[src/rtl/pipe_pkg.sv]
// Shared types and constants for the pipeline hazard controller.
package pipe_pkg;

    typedef enum logic [1:0] {
        ST_IDLE = 2'd0,
        ST_LU   = 2'd1,
        ST_SW   = 2'd2,
        ST_MW   = 2'd3
    } hz_state_e;

    localparam logic [1:0] MASK_B = 2'd0;
    localparam logic [1:0] MASK_H = 2'd1;
    localparam logic [1:0] MASK_W = 2'd2;

    // Byte and half stores need a read-modify-write of the memory word.
    function automatic logic is_subword(input logic [1:0] mask);
        return (mask == MASK_B) || (mask == MASK_H);
    endfunction

endpackage

[src/rtl/sat_counter.sv]
// Saturating up-counter with synchronous clear; holds at all-ones.
module sat_counter #(
    parameter int W = 32
) (
    input  logic         clk,
    input  logic         clear,
    input  logic         inc,
    output logic [W-1:0] count
);

    // Count up on inc, never wrapping past all-ones.
    always_ff @(posedge clk) begin
        if (clear) begin
            count <= {W{1'b0}};
        end else if (inc && (count != {W{1'b1}})) begin
            count <= count + {{(W-1){1'b0}}, 1'b1};
        end else begin
            count <= count;
        end
    end

endmodule

[src/rtl/pipe_hazard_ctrl.sv]
// Pipeline hazard controller: load-use bubbles, sub-word RMW freezes,
// taken-branch redirects and data-memory wait stalls, plus perf counters.
module pipe_hazard_ctrl
    import pipe_pkg::*;
#(
    parameter int REG_W           = 5,
    parameter int LOAD_USE_CYCLES = 1,
    parameter int SUBWORD_CYCLES  = 1,
    parameter int CNT_W           = 32
) (
    input  logic             clk,
    input  logic             reset,
    input  logic [REG_W-1:0] rs1,
    input  logic [REG_W-1:0] rs2,
    input  logic             id_uses_rs1,
    input  logic             id_uses_rs2,
    input  logic [REG_W-1:0] id_ex_rd,
    input  logic             id_ex_memRead,
    input  logic             id_ex_memWrite,
    input  logic [1:0]       id_ex_jump,
    input  logic             id_ex_branch,
    input  logic             alu_result_0,
    input  logic             id_ex_imm_31,
    input  logic             ex_mem_memRead,
    input  logic             ex_mem_memWrite,
    input  logic [1:0]       ex_mem_maskMode,
    input  logic             dmem_ready,
    output logic             pcFromTaken,
    output logic             pcStall,
    output logic             IF_ID_stall,
    output logic             ID_EX_stall,
    output logic             EX_MEM_stall,
    output logic             IF_ID_flush,
    output logic             ID_EX_flush,
    output logic             EX_MEM_flush,
    output logic [1:0]       state,
    output logic [CNT_W-1:0] stall_cnt,
    output logic [CNT_W-1:0] flush_cnt
);

    localparam logic [1:0] LU_REM = 2'(LOAD_USE_CYCLES - 1);
    localparam logic [1:0] SW_REM = 2'(SUBWORD_CYCLES - 1);

    // Control vector bit order matches the output port list.
    localparam logic [7:0] CTRL_NONE = 8'b0000_0000;
    localparam logic [7:0] CTRL_LU   = 8'b0110_0010;
    localparam logic [7:0] CTRL_SW   = 8'b0111_0001;
    localparam logic [7:0] CTRL_TK   = 8'b1000_0110;
    localparam logic [7:0] CTRL_MW   = 8'b0111_1000;

    hz_state_e  state_r, state_nx, saved_r, saved_nx, eff_s;
    logic [1:0] rem_r, rem_nx;
    logic [7:0] ctrl_s;
    logic       taken_s, lu_hz_s, sw_hz_s, mw_s;
    logic       jump_hi_unused;

    assign jump_hi_unused = id_ex_jump[1];

    assign taken_s = id_ex_jump[0] | (id_ex_branch & (alu_result_0 ^ id_ex_imm_31));
    assign lu_hz_s = id_ex_memRead && (id_ex_rd != {REG_W{1'b0}}) &&
                     ((id_uses_rs1 && (rs1 == id_ex_rd)) ||
                      (id_uses_rs2 && (rs2 == id_ex_rd)));
    assign sw_hz_s = ex_mem_memWrite && is_subword(ex_mem_maskMode) &&
                     (id_ex_memRead || id_ex_memWrite);
    assign mw_s    = (ex_mem_memRead || ex_mem_memWrite) && !dmem_ready;

    // Next-state and control decode; a finished memory wait behaves as the saved state.
    always_comb begin
        ctrl_s   = CTRL_NONE;
        state_nx = state_r;
        saved_nx = saved_r;
        rem_nx   = rem_r;
        eff_s    = (state_r == ST_MW) ? saved_r : state_r;
        if (reset) begin
            ctrl_s = CTRL_NONE;
        end else if (mw_s) begin
            ctrl_s   = CTRL_MW;
            state_nx = ST_MW;
            saved_nx = (state_r == ST_MW) ? saved_r : state_r;
        end else begin
            saved_nx = ST_IDLE;
            case (eff_s)
                ST_LU, ST_SW: begin
                    ctrl_s   = (eff_s == ST_LU) ? CTRL_LU : CTRL_SW;
                    rem_nx   = rem_r - 2'd1;
                    state_nx = (rem_r <= 2'd1) ? ST_IDLE : eff_s;
                end
                ST_IDLE: begin
                    state_nx = ST_IDLE;
                    if (sw_hz_s) begin
                        ctrl_s = CTRL_SW;
                        if (SUBWORD_CYCLES > 1) begin
                            state_nx = ST_SW;
                            rem_nx   = SW_REM;
                        end else begin
                            rem_nx = rem_r;
                        end
                    end else if (taken_s) begin
                        ctrl_s = CTRL_TK;
                    end else if (lu_hz_s) begin
                        ctrl_s = CTRL_LU;
                        if (LOAD_USE_CYCLES > 1) begin
                            state_nx = ST_LU;
                            rem_nx   = LU_REM;
                        end else begin
                            rem_nx = rem_r;
                        end
                    end else begin
                        ctrl_s = CTRL_NONE;
                    end
                end
                default: begin
                    state_nx = ST_IDLE;
                end
            endcase
        end
    end

    // State, remaining-cycle and return-state registers.
    always_ff @(posedge clk) begin
        if (reset) begin
            state_r <= ST_IDLE;
            rem_r   <= 2'd0;
            saved_r <= ST_IDLE;
        end else begin
            state_r <= state_nx;
            rem_r   <= rem_nx;
            saved_r <= saved_nx;
        end
    end

    assign {pcFromTaken, pcStall, IF_ID_stall, ID_EX_stall,
            EX_MEM_stall, IF_ID_flush, ID_EX_flush, EX_MEM_flush} = ctrl_s;
    assign state = state_r;

    sat_counter #(.W(CNT_W)) u_stall_cnt (
        .clk   (clk),
        .clear (reset),
        .inc   (pcStall),
        .count (stall_cnt)
    );

    sat_counter #(.W(CNT_W)) u_flush_cnt (
        .clk   (clk),
        .clear (reset),
        .inc   (pcFromTaken),
        .count (flush_cnt)
    );

endmodule
[config.mk]
export PLATFORM = sky130hd
export DESIGN_NAME = pipe_hazard_ctrl
export DESIGN_NICKNAME = d
export VERILOG_FILES = /design/src/rtl/pipe_pkg.sv /design/src/rtl/sat_counter.sv /design/src/rtl/pipe_hazard_ctrl.sv
export SDC_FILE = /design/constraint.sdc
export NUM_CORES = 1
export LEC_CHECK = 0
export ABC_AREA = 1
export CAP_MARGIN = 20
export CORE_MARGIN = 2
export CORE_UTILIZATION = 51
export DETAILED_ROUTE_END_ITERATION = 7
export PLACE_DENSITY = 0.82
export SYNTH_ARGS = -nofsm -noshare
export SYNTH_HDL_FRONTEND = slang
export SYNTH_SLANG_ARGS = --single-unit
[constraint.sdc]
create_clock -name clk -period 2.4 [get_ports clk]
set_input_delay 0.48 -clock clk [delete_from_list [all_inputs] [get_ports clk]]
set_output_delay 0.48 -clock clk [all_outputs]
set_load 0.02 [all_outputs]
# After elaboration in Yosys (flattened, before gate mapping)
# Cells that the tools add are included.
# op_classes
reduce_logical	20
multipliers	0
mux	11
bitwise	4
div	0
n_shift	0
eq_ne	8
addsub	3
order_cmp	1
# op_table
operator	n
32-bit by 1-bit adder with 32-bit output (second input constant)	2
32-bit != test (second input constant)	2
8-bit two-way mux	4
8-bit one-hot mux with 2 select lines	1
5-bit equality test	2
1-bit logical AND	9
2-bit two-way mux	4
7-bit two-way mux	1
5-bit two-way mux	1
5-bit nonzero test	1
2-bit by 1-bit equality test with 1-bit output (second input constant)	2
2-bit equality test (second input constant)	2
2-bit logical NOT	2
1-bit logical OR	4
2-bit OR reduction	2
2-bit by 1-bit less-or-equal comparator with 1-bit output (second input constant)	1
2-bit AND reduction	1
2-bit by 1-bit subtractor with 2-bit output (second input constant)	1
1-bit bitwise AND	1
1-bit logical NOT	1
1-bit NOT	1
1-bit OR	1
1-bit bitwise XOR	1
# totals
word_cells	52
rom_bits	0
mem_count	0
latchBits	0
ram_bits	0
ff_bits	70
inputBits	31

# Logic depth before layout (Yosys ltp)
# Gate-level depths: netlist of the first run.
# logic_depth
word_depth	11
ltp_mapped	14
mapped_depth_nobuf	13

# Hierarchy
# From an unflattened synthesis of the first run, not the netlist that was laid out.
# hier_totals
cells_unflattened	771
area_unflattened_um2	4760.8
# by_module_without_submodules
mod	area_per_inst_um2	cells_each	seq_area_each_um2	n_inst
sat_counter	2062.0	324	640.6	2
pipe_hazard_ctrl	636.9	123	120.1	1

# Worst setup path after synthesis of the first run
# No wires, ideal clock.
# synth_path
path_type	flip-flop to flip-flop
startpoint	reg state_r[0] (netlist: state[0])
endpoint	reg u_flush_cnt.count[16]
required_ns	2.330
path_buffers	1
setup_slack_ns	-0.200
path_stages_with_launch	13
arrival_ns	2.529
period_less_slack_ns	2.600
path_cell_list	dfxtp_1 > inv_1 > o21ai_0 > ha_1 > inv_1 > nor2_1 > nand2_1 > nor4_2 > nand2_2 > inv_2 > clkbuf_1 > nand2_1 > a21oi_1
# synth_via
elab_chain_len	8
word_cells_on_any_way	10
cone_classes	eq/ne (3); mux (4); reduce/logical (3)
# synth_lines
element	line	rtl
start: declaration	pipe_hazard_ctrl.sv:51	hz_state_e state_r, state_nx, saved_r, saved_nx, eff_s;
start signal: assignment	pipe_hazard_ctrl.sv:126	state_r <= state_nx;
2-bit equality test	pipe_hazard_ctrl.sv:73	eff_s = (state_r == ST_MW) ? saved_r : state_r;
2-bit two-way mux *	--	
2-bit by 1-bit equality test with 1-bit output or 2-bit equality test (tied branches)	pipe_hazard_ctrl.sv:82	case (eff_s)
2-bit OR reduction	pipe_hazard_ctrl.sv:82	
8-bit one-hot mux with 2 select lines *	pipe_hazard_ctrl.sv:82	
8-bit two-way mux *	pipe_hazard_ctrl.sv:76	end else if (mw_s) begin
8-bit two-way mux *	pipe_hazard_ctrl.sv:74	if (reset) begin
1-bit logical AND *	sat_counter.sv:15	end else if (inc && (count != {W{1'b1}})) begin
end signal: assignment	sat_counter.sv:14	count <= {W{1'b0}};
end signal: assignment	sat_counter.sv:16	count <= count + {{(W-1){1'b0}}, 1'b1};
end signal: assignment	sat_counter.sv:18	count <= count;
end: declaration	sat_counter.sv:8	output logic [W-1:0] count
# Every way passes the cells marked *; elsewhere a longest branch is shown, timed or not.
# A chain may end at the register's enable or synchronous reset.

# Final worst setup path of the first run
# layout_path
startpoint	reg state_r[0] (netlist: state[0])
endpoint	out IF_ID_flush
# layout_via
elab_chain_len	7
word_cells_on_any_way	9
cone_classes	eq/ne (3); mux (4); reduce/logical (2)
# layout_lines
element	line	rtl
2-bit equality test	pipe_hazard_ctrl.sv:73	
2-bit two-way mux *	--	
2-bit by 1-bit equality test with 1-bit output or 2-bit equality test (tied branches)	pipe_hazard_ctrl.sv:82	
2-bit OR reduction	pipe_hazard_ctrl.sv:82	
8-bit one-hot mux with 2 select lines *	pipe_hazard_ctrl.sv:82	
8-bit two-way mux *	pipe_hazard_ctrl.sv:76	
8-bit two-way mux *	pipe_hazard_ctrl.sv:74	
end: declaration	pipe_hazard_ctrl.sv:33	output logic IF_ID_flush,
# Marks and branches as above.

==> results.md, run 1 <==
* Routed Antenna Nets at 0
* Setup Viol. Count Final at 0
* Worst EP required at 1.92 ns
* CTS Hold Bufs at 0
* Distinct cells, synth at 26
* CP Capture Type: output port
* Max-slew headroom at 0.5774
* Via-to-Cell Ratio at 5.385
* CTS root buf: clkbuf_8
* EDFF count, synth at 0
* I/O Buffers at 102
* Initial core utilization at 0.5183
* Final Hold Viols at 0
* Worst-path fanout max at 4
* Core Util, Final at 0.7046
* Iter 0 DRT Violations at 284
* Global-route wire length before repair at 22.58 mm
* Unrepaired setup endpoints after global routing: yes
* Synth top area share at 0.3146
* Cell-by-cell trace of the critical path: inv_2 > o21ai_4 > ha_4 > inv_4 > nor2_4 > nand2_2 > nor4_4 > buf_4 > buf_6
* Post-Synthesis Cells at 704
* Syn Area/Cell at 6.327 um^2
* Leakage at 2.340 nW
* Syn Nets at 740
* # clock sinks at 70
* Setup slack, reg-to-reg at 0.23 ns
* Gr usage total at 0.2874
* Synth Cell Area at 4454 um^2
* Data arrival, critical path at 1.90 ns
* Buffer depth of the longest clock path at 2
* CTS Buf Count at 9
* DRC at 0
* Synth area leaders: dfxtp_1 31%, nand2_1 18%, xor2_1 7.9%
* Worst Setup SP: state[0]$_SDFF_PP0_
* Power density cells at 406.7 nW/um^2
* Worst vdd ir at 376.8 uV
* Final worst setup slack at 0.02406 ns
* Status: finished, final reports clean
* Die width at 97.46 um
* Worst setup SP type: flop
* Dpl hpwl at 10.48 mm
* Sequential share of the synthesized area at 0.3146
* WL final at 14.11 mm
* FF-to-FF End: u_stall_cnt.count[0]$_SDFFE_PP0P_
* Slowest cell on the critical path: dfxtp_2
* Layout cell share with drive strength beyond 1 at 0.1090
* CP Class: reg -> out
* HP Class: reg -> reg
* Core area at 8593 um^2
* Period utilization at 0.9900
* Worst R2R Path Depth at 13
* Flops & latches, synth at 70
* Worst-Skew Late Latency at 0.36 ns
* Power consumption at 2.463 mW
* Crit path to: IF_ID_flush
* Io pins at 105
* RR Startpoint: state[0]$_SDFF_PP0_
* Crit-path max cell delay at 0.34 ns
* Yosys warnings at 0
* Post-synth ARST share at 0
* Initial antenna violation count at 0
* Placement row count at 34
* Final setup TNS at 0 ns
* Slew @ Worst Pin at 0.6281 ns
* Vias in the first global route at 4797
* Drt pass-1 iters at 5
* Final GP Congestion at 0.9824
* Largest net degree at the start of global routing at 43
* Ant. Diodes at 0
* Top FF cell, synth: dfxtp_1
* Slew Viols, Final at 0
* Die Y at 97.46 um
* DIE AREA at 9497 um^2
* Place WS at -0.5590 ns
* Nets@finish at 866
* Skew final at 0.01034 ns
* CTS tree: built
* Clock slew at reported path FFs at 0.08 ns
* CTS HTree Levels at 3
* Fmax at 0.4209 GHz
* Min Hold Slack at 0.4836 ns
* Dominant cell type by area after synthesis: dfxtp_1
* Tmin final at 2.376 ns
* Total number of vias at 5078
* Max cap viols at 0
* Grt total ovfl at 0
* WL per Instance at 14.96 um
* Area growth syn-to-layout at 35.93%
==> kinds of logic after synthesis <==
group | share of synthesized area
xor+xnor | 0.1121
flops | 0.3146
buf+inv | 0.08483
simple gates | 0.3888
compound gates | 0.08568
fa+ha+maj | 0.01404
==> where the power goes <==
part	total [mW]	internal [mW]	switching [mW]
logic	0.355	0.154	0.201
registers	1.18	1.17	0.0115
clock network	0.924	0.411	0.514
==> worst min path at each step <==
stage | start | end | slack [ns] | cells past startpoint
after detailed placement | rem_r[0]$_SDFFE_PP0P_ | rem_r[0]$_SDFFE_PP0P_ | 0.47 | 1
after global routing | u_stall_cnt.count[31]$_SDFFE_PP0P_ | u_stall_cnt.count[31]$_SDFFE_PP0P_ | 0.52 | 2
after CTS | rem_r[0]$_SDFFE_PP0P_ | rem_r[0]$_SDFFE_PP0P_ | 0.49 | 1
final | rem_r[0]$_SDFFE_PP0P_ | rem_r[0]$_SDFFE_PP0P_ | 0.48 | 1
after global placement | rem_r[0]$_SDFFE_PP0P_ | rem_r[0]$_SDFFE_PP0P_ | 0.44 | 1
after floorplan | rem_r[0]$_SDFFE_PP0P_ | rem_r[0]$_SDFFE_PP0P_ | 0.43 | 1
==> cells in the mapped netlist (5+ instances only) <==
master and instances:
nand2_1 215, nor4_1 5, nor3_1 30, clkbuf_1 14
nand3_1 57, inv_1 65, ha_1 5, buf_2 5
xor2_1 40, nand4_1 13, nor2_1 72, nor3b_1 6
o21ai_0 11, dfxtp_1 70, a21oi_1 62, xnor2_1 17
==> per-layer routing <==
metal	GRT usage	wire, um	vias to the layer above
met2	0.5066	7043	176
met3	0.04029	758	36
met1	0.3491	5896	2348
met5	0	0	-
met4	0.1218	410	0
li1	-	-	2518
==> cell usage in the layout (no fill, tap or decap), types with 30 or more instances in the layout <==
cell,synthesis,routed
a21oi_1,62,61
buf_4,2,34
clkdlybuf4s50_1,0,79
dfxtp_1,70,68
inv_1,65,59
nand2_1,215,212
nand3_1,57,56
nor2_1,72,66
nor3_1,30,30
xor2_1,40,40
==> per-stage QoR <==
stage | cell area (um^2) | instances
after detailed placement | 5761 | 921
after floorplan | 4466 | 704
after global placement | 5761 | 921
after CTS | 5991 | 942
final | 6055 | 943
after global routing | 6055 | 943
==> final cells by class <==
cell class | count | area, um^2
clock inverter | 6 | 45.04
inverter | 67 | 254.0
sequential | 70 | 1404
multi-input combinational | 543 | 2750
timing repair buffer | 139 | 1329
clock buffer | 10 | 137.6
fill | 722 | 2539
tap | 108 | 135.1
==> sequential cells by signal, indices dropped and copies added, names as in the netlist <==
signal	flops
u_flush_cnt.count	32
u_stall_cnt.count	32
rem_r	2
saved_r	2
state	2
==> critical path: cells and delay by family (launching register included) <==
| family | cells | cell delay [ns] |
|---|---|---|
| buf+inv | 4 | 0.38 |
| fa+ha+maj | 1 | 0.18 |
| flops | 1 | 0.34 |
| simple gates | 3 | 0.44 |
| compound gates | 1 | 0.19 |
==> repair_timing <==
action | in CTS | in global routing
gates resized for setup | 45 | 26
gates cloned | 0 | 0
buffers inserted | 5 | 1
setup endpoints to repair | 22 | 40
pin swaps | 6 | 10
Note: power is estimated with default switching activity, not from simulation.
==> inputs of run 2 (changes only) <==
--- a/config.mk
+++ b/config.mk
@@ -5,12 +5,12 @@
 export SDC_FILE = /design/constraint.sdc
 export NUM_CORES = 1
 export LEC_CHECK = 0
-export ABC_AREA = 1
 export CAP_MARGIN = 20
 export CORE_MARGIN = 2
-export CORE_UTILIZATION = 51
+export CORE_UTILIZATION = 55
 export DETAILED_ROUTE_END_ITERATION = 7
-export PLACE_DENSITY = 0.82
+export DONT_BUFFER_PORTS = 1
+export PLACE_DENSITY = 0.7
 export SYNTH_ARGS = -nofsm -noshare
 export SYNTH_HDL_FRONTEND = slang
 export SYNTH_SLANG_ARGS = --single-unit
==> constraint.sdc (replaced) <==
create_clock -name clk -period 3.05 [get_ports clk]
set_input_delay 0.61 -clock clk [delete_from_list [all_inputs] [get_ports clk]]
set_output_delay 0.61 -clock clk [all_outputs]
set_load 0.02 [all_outputs]
==> results.md, run 2 <==
* Status: finished, final reports clean
* DIE AREA at 7613 um^2 (-20%)
* Largest net degree at the start of global routing at 77 (+79%)
* Worst EP required at 2.44 ns (+0.52 ns)
* Tmin final at 2.831 ns
* Syn Area/Cell at 8.060 um^2 (+27%)
* Syn Nets at 509 (-31%)
* Crit path to: pcStall
* Flop pwr share at 0.545 (+0.064)
* Routed Antenna Nets at 0 (unchanged)
* Die Y at 87.26 um (-10%)
* Compound-Gate Fraction of Synth Area at 0.1323 (+0.04659)
* Total number of vias at 3569 (-30%)
* Xor and xnor fraction of the mapped netlist area at 0.08730 (-0.02478)
* Synth top area share at 0.3676 (+0.05297)
* Worst setup SP type: flop
* Switching share of power at 0.2518 (-0.04291)
* Crit-path max cell delay at 0.40 ns (+0.06 ns)
* Core Util, Final at 0.6254 (-0.07920)
* Top cells by count, synth: 70 x dfxtp_1, 49 x nor2_1, 36 x nand4_1
* Unrepaired setup endpoints after global routing: no
* Post-synthesis simple-gate area fraction at 0.3328 (-0.05598)
* Yosys warnings at 0 (unchanged)
* Via-to-Cell Ratio at 6.240 (+16%)
* CTS HTree Levels at 3 (unchanged)
* Grt total ovfl at 0 (unchanged)
* Power density cells at 405.3 nW/um^2 (-0.36%)
* NetSw at 431.2 uW (-41%)
* CP Class: reg -> out
* CTS root buf: clkbuf_8
* # clock sinks at 70 (unchanged)
* Setup slack, reg-to-reg at 0.28 ns (+0.05 ns)
* FF-to-FF End: u_stall_cnt.count[29]$_SDFFE_PP0P_
* Most frequent cells in the layout: 70 x dfxtp_1, 48 x nor2_1, 36 x nand4_1, 33 x xor2_1
* Iter 0 DRT Violations at 157 (-45%)
* Worst Setup SP: state[1]$_SDFF_PP0_
* Worst-Skew Late Latency at 0.35 ns (about the same)
* Worst vdd ir at 330.3 uV (-12%)
* Gr usage total at 0.2434 (-0.04397)
* Clock network power share at 0.383 (+0.008)
* Ant. Diodes at 0 (unchanged)
* Mux cell area share after synthesis at 0.02035 (+0.02035)
* Placement row count at 30 (-12%)
* WL final at 8.976 mm (-36%)
* Final setup TNS at 0 ns (unchanged)
* Post-synth ARST share at 0 (unchanged)
* Nets@finish at 523 (-40%)
* Flops & latches, synth at 70 (unchanged)
* Commonest non-fill, non-tap cell in the layout: dfxtp_1
* Sequential share of the synthesized area at 0.3676 (+0.05297)
* Initial core utilization at 0.5643 (+0.04591)
* Leakage at 1.466 nW (-37%)
* Buffer depth of the longest clock path at 2 (unchanged)
* Area growth syn-to-layout at 10.83%
* CP Capture Type: output port
* Global-route wire length before repair at 15.02 mm (-33%)
* Setup Viol. Count Final at 0 (unchanged)
* Synth area leaders: dfxtp_1 37%, xor2_1 7.6%, nand4_1 5.9%
* Worst R2R Path Depth at 6 (-7)
* EDFF count, synth at 0 (unchanged)
* Distinct cells, synth at 44 (+69%)
* Initial antenna violation count at 0 (unchanged)
* Slew @ Worst Pin at 0.6495 ns (+0.02141 ns)
* RR Startpoint: u_stall_cnt.count[13]$_SDFFE_PP0P_
* Count leader, synth: dfxtp_1
* Data arrival, critical path at 2.22 ns (+0.32 ns)
* DRC at 0 (unchanged)
* Final GP Congestion at 0.8361 (-15%)
* Period utilization at 0.9283
* Dominant cell type by area after synthesis: dfxtp_1
* Dpl hpwl at 6.414 mm (-39%)
* Io pins at 105 (unchanged)
* Core area at 6756 um^2 (-21%)
* Fmax at 0.3532 GHz
* Top FF cell, synth: dfxtp_1
* Worst-path fanout max at 5 (+1)
* CTS Hold Bufs at 0 (unchanged)
* Main combinational cell family by area after synthesis: simple AND/OR/NAND/NOR gates
* CTS tree: built
* Regs by FF count: u_flush_cnt.count: 32 flops, u_stall_cnt.count: 32 flops
* Combinational share of power at 0.071 (-0.073)
* Slew Viols, Final at 0 (unchanged)
* Die width at 87.26 um (-10%)
* Clock slew at reported path FFs at 0.07 ns (about the same)
* Internal power at 1.281 mW (-26%)
* Layout cell share with drive strength beyond 1 at 0.1301 (+0.02110)
* Final Hold Viols at 0 (unchanged)
* I/O Buffers at 0 (-100%)
* Max cap viols at 0 (unchanged)
* Adder-cell share of the synthesized area at 0.01641 (+0.002365)
* Skew final at 0.005019 ns (-0.005325 ns)
* CTS Buf Count at 9 (unchanged)
* Synth Cell Area at 3812 um^2 (-14%)
* Drt pass-1 iters at 4 (-1)
* Cell-by-cell trace of the critical path: inv_1 > o21ai_1 > buf_4 > ha_1 > nor3b_2 > o2111ai_1 > o22a_2 > inv_1 > buf_4
* WL per Instance at 15.69 um (+4.9%)
* Vias in the first global route at 3306 (-31%)
* HP Class: in -> reg
* Critical path's top delay family: compound AO/OA/AOI/OAI gates
* Levels on crit path at 9 (unchanged)
* Post-Synthesis Cells at 473 (-33%)
* Slowest cell on the critical path: dfxtp_1
* Worst path buffer plus inverter count at 4 (unchanged)
* Max-slew headroom at 0.5624 (-0.01499)
==> run 2: cell types whose count changed after synthesis, sizes merged, moves of 22 or more <==
cell	previous run	this run
nand2	217	28
inv	67	14
a21oi	62	29
nand3	58	31
nand4	13	37
nor2	73	49
nor3	30	7
or4	0	22
==> run 2: layout make-up <==
class                   count  area, um^2
fillers                   613        2531
multi-input cells         361        2272
flip-flops and latches     70        1401
repair buffers             31       232.7
clock buffers              11       141.4
well taps                  80       100.1
inverters                  14       52.55
clock inverters             5       25.02
==> run 2: kinds of logic (layout without fill, tap and decap cells) <==
logic type      Yosys count  in the layout
fa+ha+maj                 5              5
flops                    70             70
simple gates            232            232
buf+inv                  42             61
compound gates           79             79
xor+xnor                 38             38
mux                       7              7
==> run 2: power groups by stage <==
stage	combinational, mW	sequential [mW]	clock (mW)
6_report	0.122	0.934	0.656
5_1_grt	0.140	0.935	0.709
4_1_cts	0.122	0.934	0.671
3_5_place_dp	0.121	0.955	0
3_3_place_gp	0.118	0.955	0
2_1_floorplan	0.100	0.955	0
==> run 2: layer usage <==
layer / part of all wire / track usage / up-vias / routed length (um)
met3: 0.064 / 0.06825 / 13 / 570
met1: 0.42 / 0.2840 / 1667 / 3798
met4: 0.015 / 0.09930 / 0 / 137
met5: 0 / 0 / - / 0
li1: - / - / 1786 / -
met2: 0.50 / 0.4180 / 103 / 4470
==> run 2: through the flow <==
step | power, mW | instances | hold slack, ns | cell area [um^2] | setup WS (ns)
2_1_floorplan | 1.055 | 473 | 0.4496 | 3815 | 0.03747
3_5_place_dp | 1.076 | 556 | 0.4645 | 4041 | 0.1768
5_1_grt | 1.784 | 572 | 0.3152 | 4225 | 0.01169
4_1_cts | 1.727 | 572 | 0.3165 | 4212 | 0.07211
3_3_place_gp | 1.073 | 556 | 0.4508 | 4041 | 0.2251
6_report | 1.713 | 572 | 0.3373 | 4225 | 0.2188
==> run 2: repair_timing <==
item,4_1_cts,5_1_grt
gates resized for setup,1,4
setup buffers,0,0
endpoints found under the setup margin,2,9
==> run 2: worst min-delay path by stage <==
stage                          start                           endpoint  slack (ns)  cells past startpoint
6_report                       reset                state[0]$_SDFF_PP0_        0.34                      1
5_1_grt                        reset  u_flush_cnt.count[9]$_SDFFE_PP0P_        0.32                      1
4_1_cts                        reset                state[0]$_SDFF_PP0_        0.32                      1
3_5_place_dp   rem_r[1]$_SDFFE_PP0P_              rem_r[1]$_SDFFE_PP0P_        0.46                      2
3_3_place_gp   rem_r[1]$_SDFFE_PP0P_              rem_r[1]$_SDFFE_PP0P_        0.45                      2
2_1_floorplan  rem_r[1]$_SDFFE_PP0P_              rem_r[1]$_SDFFE_PP0P_        0.45                      2
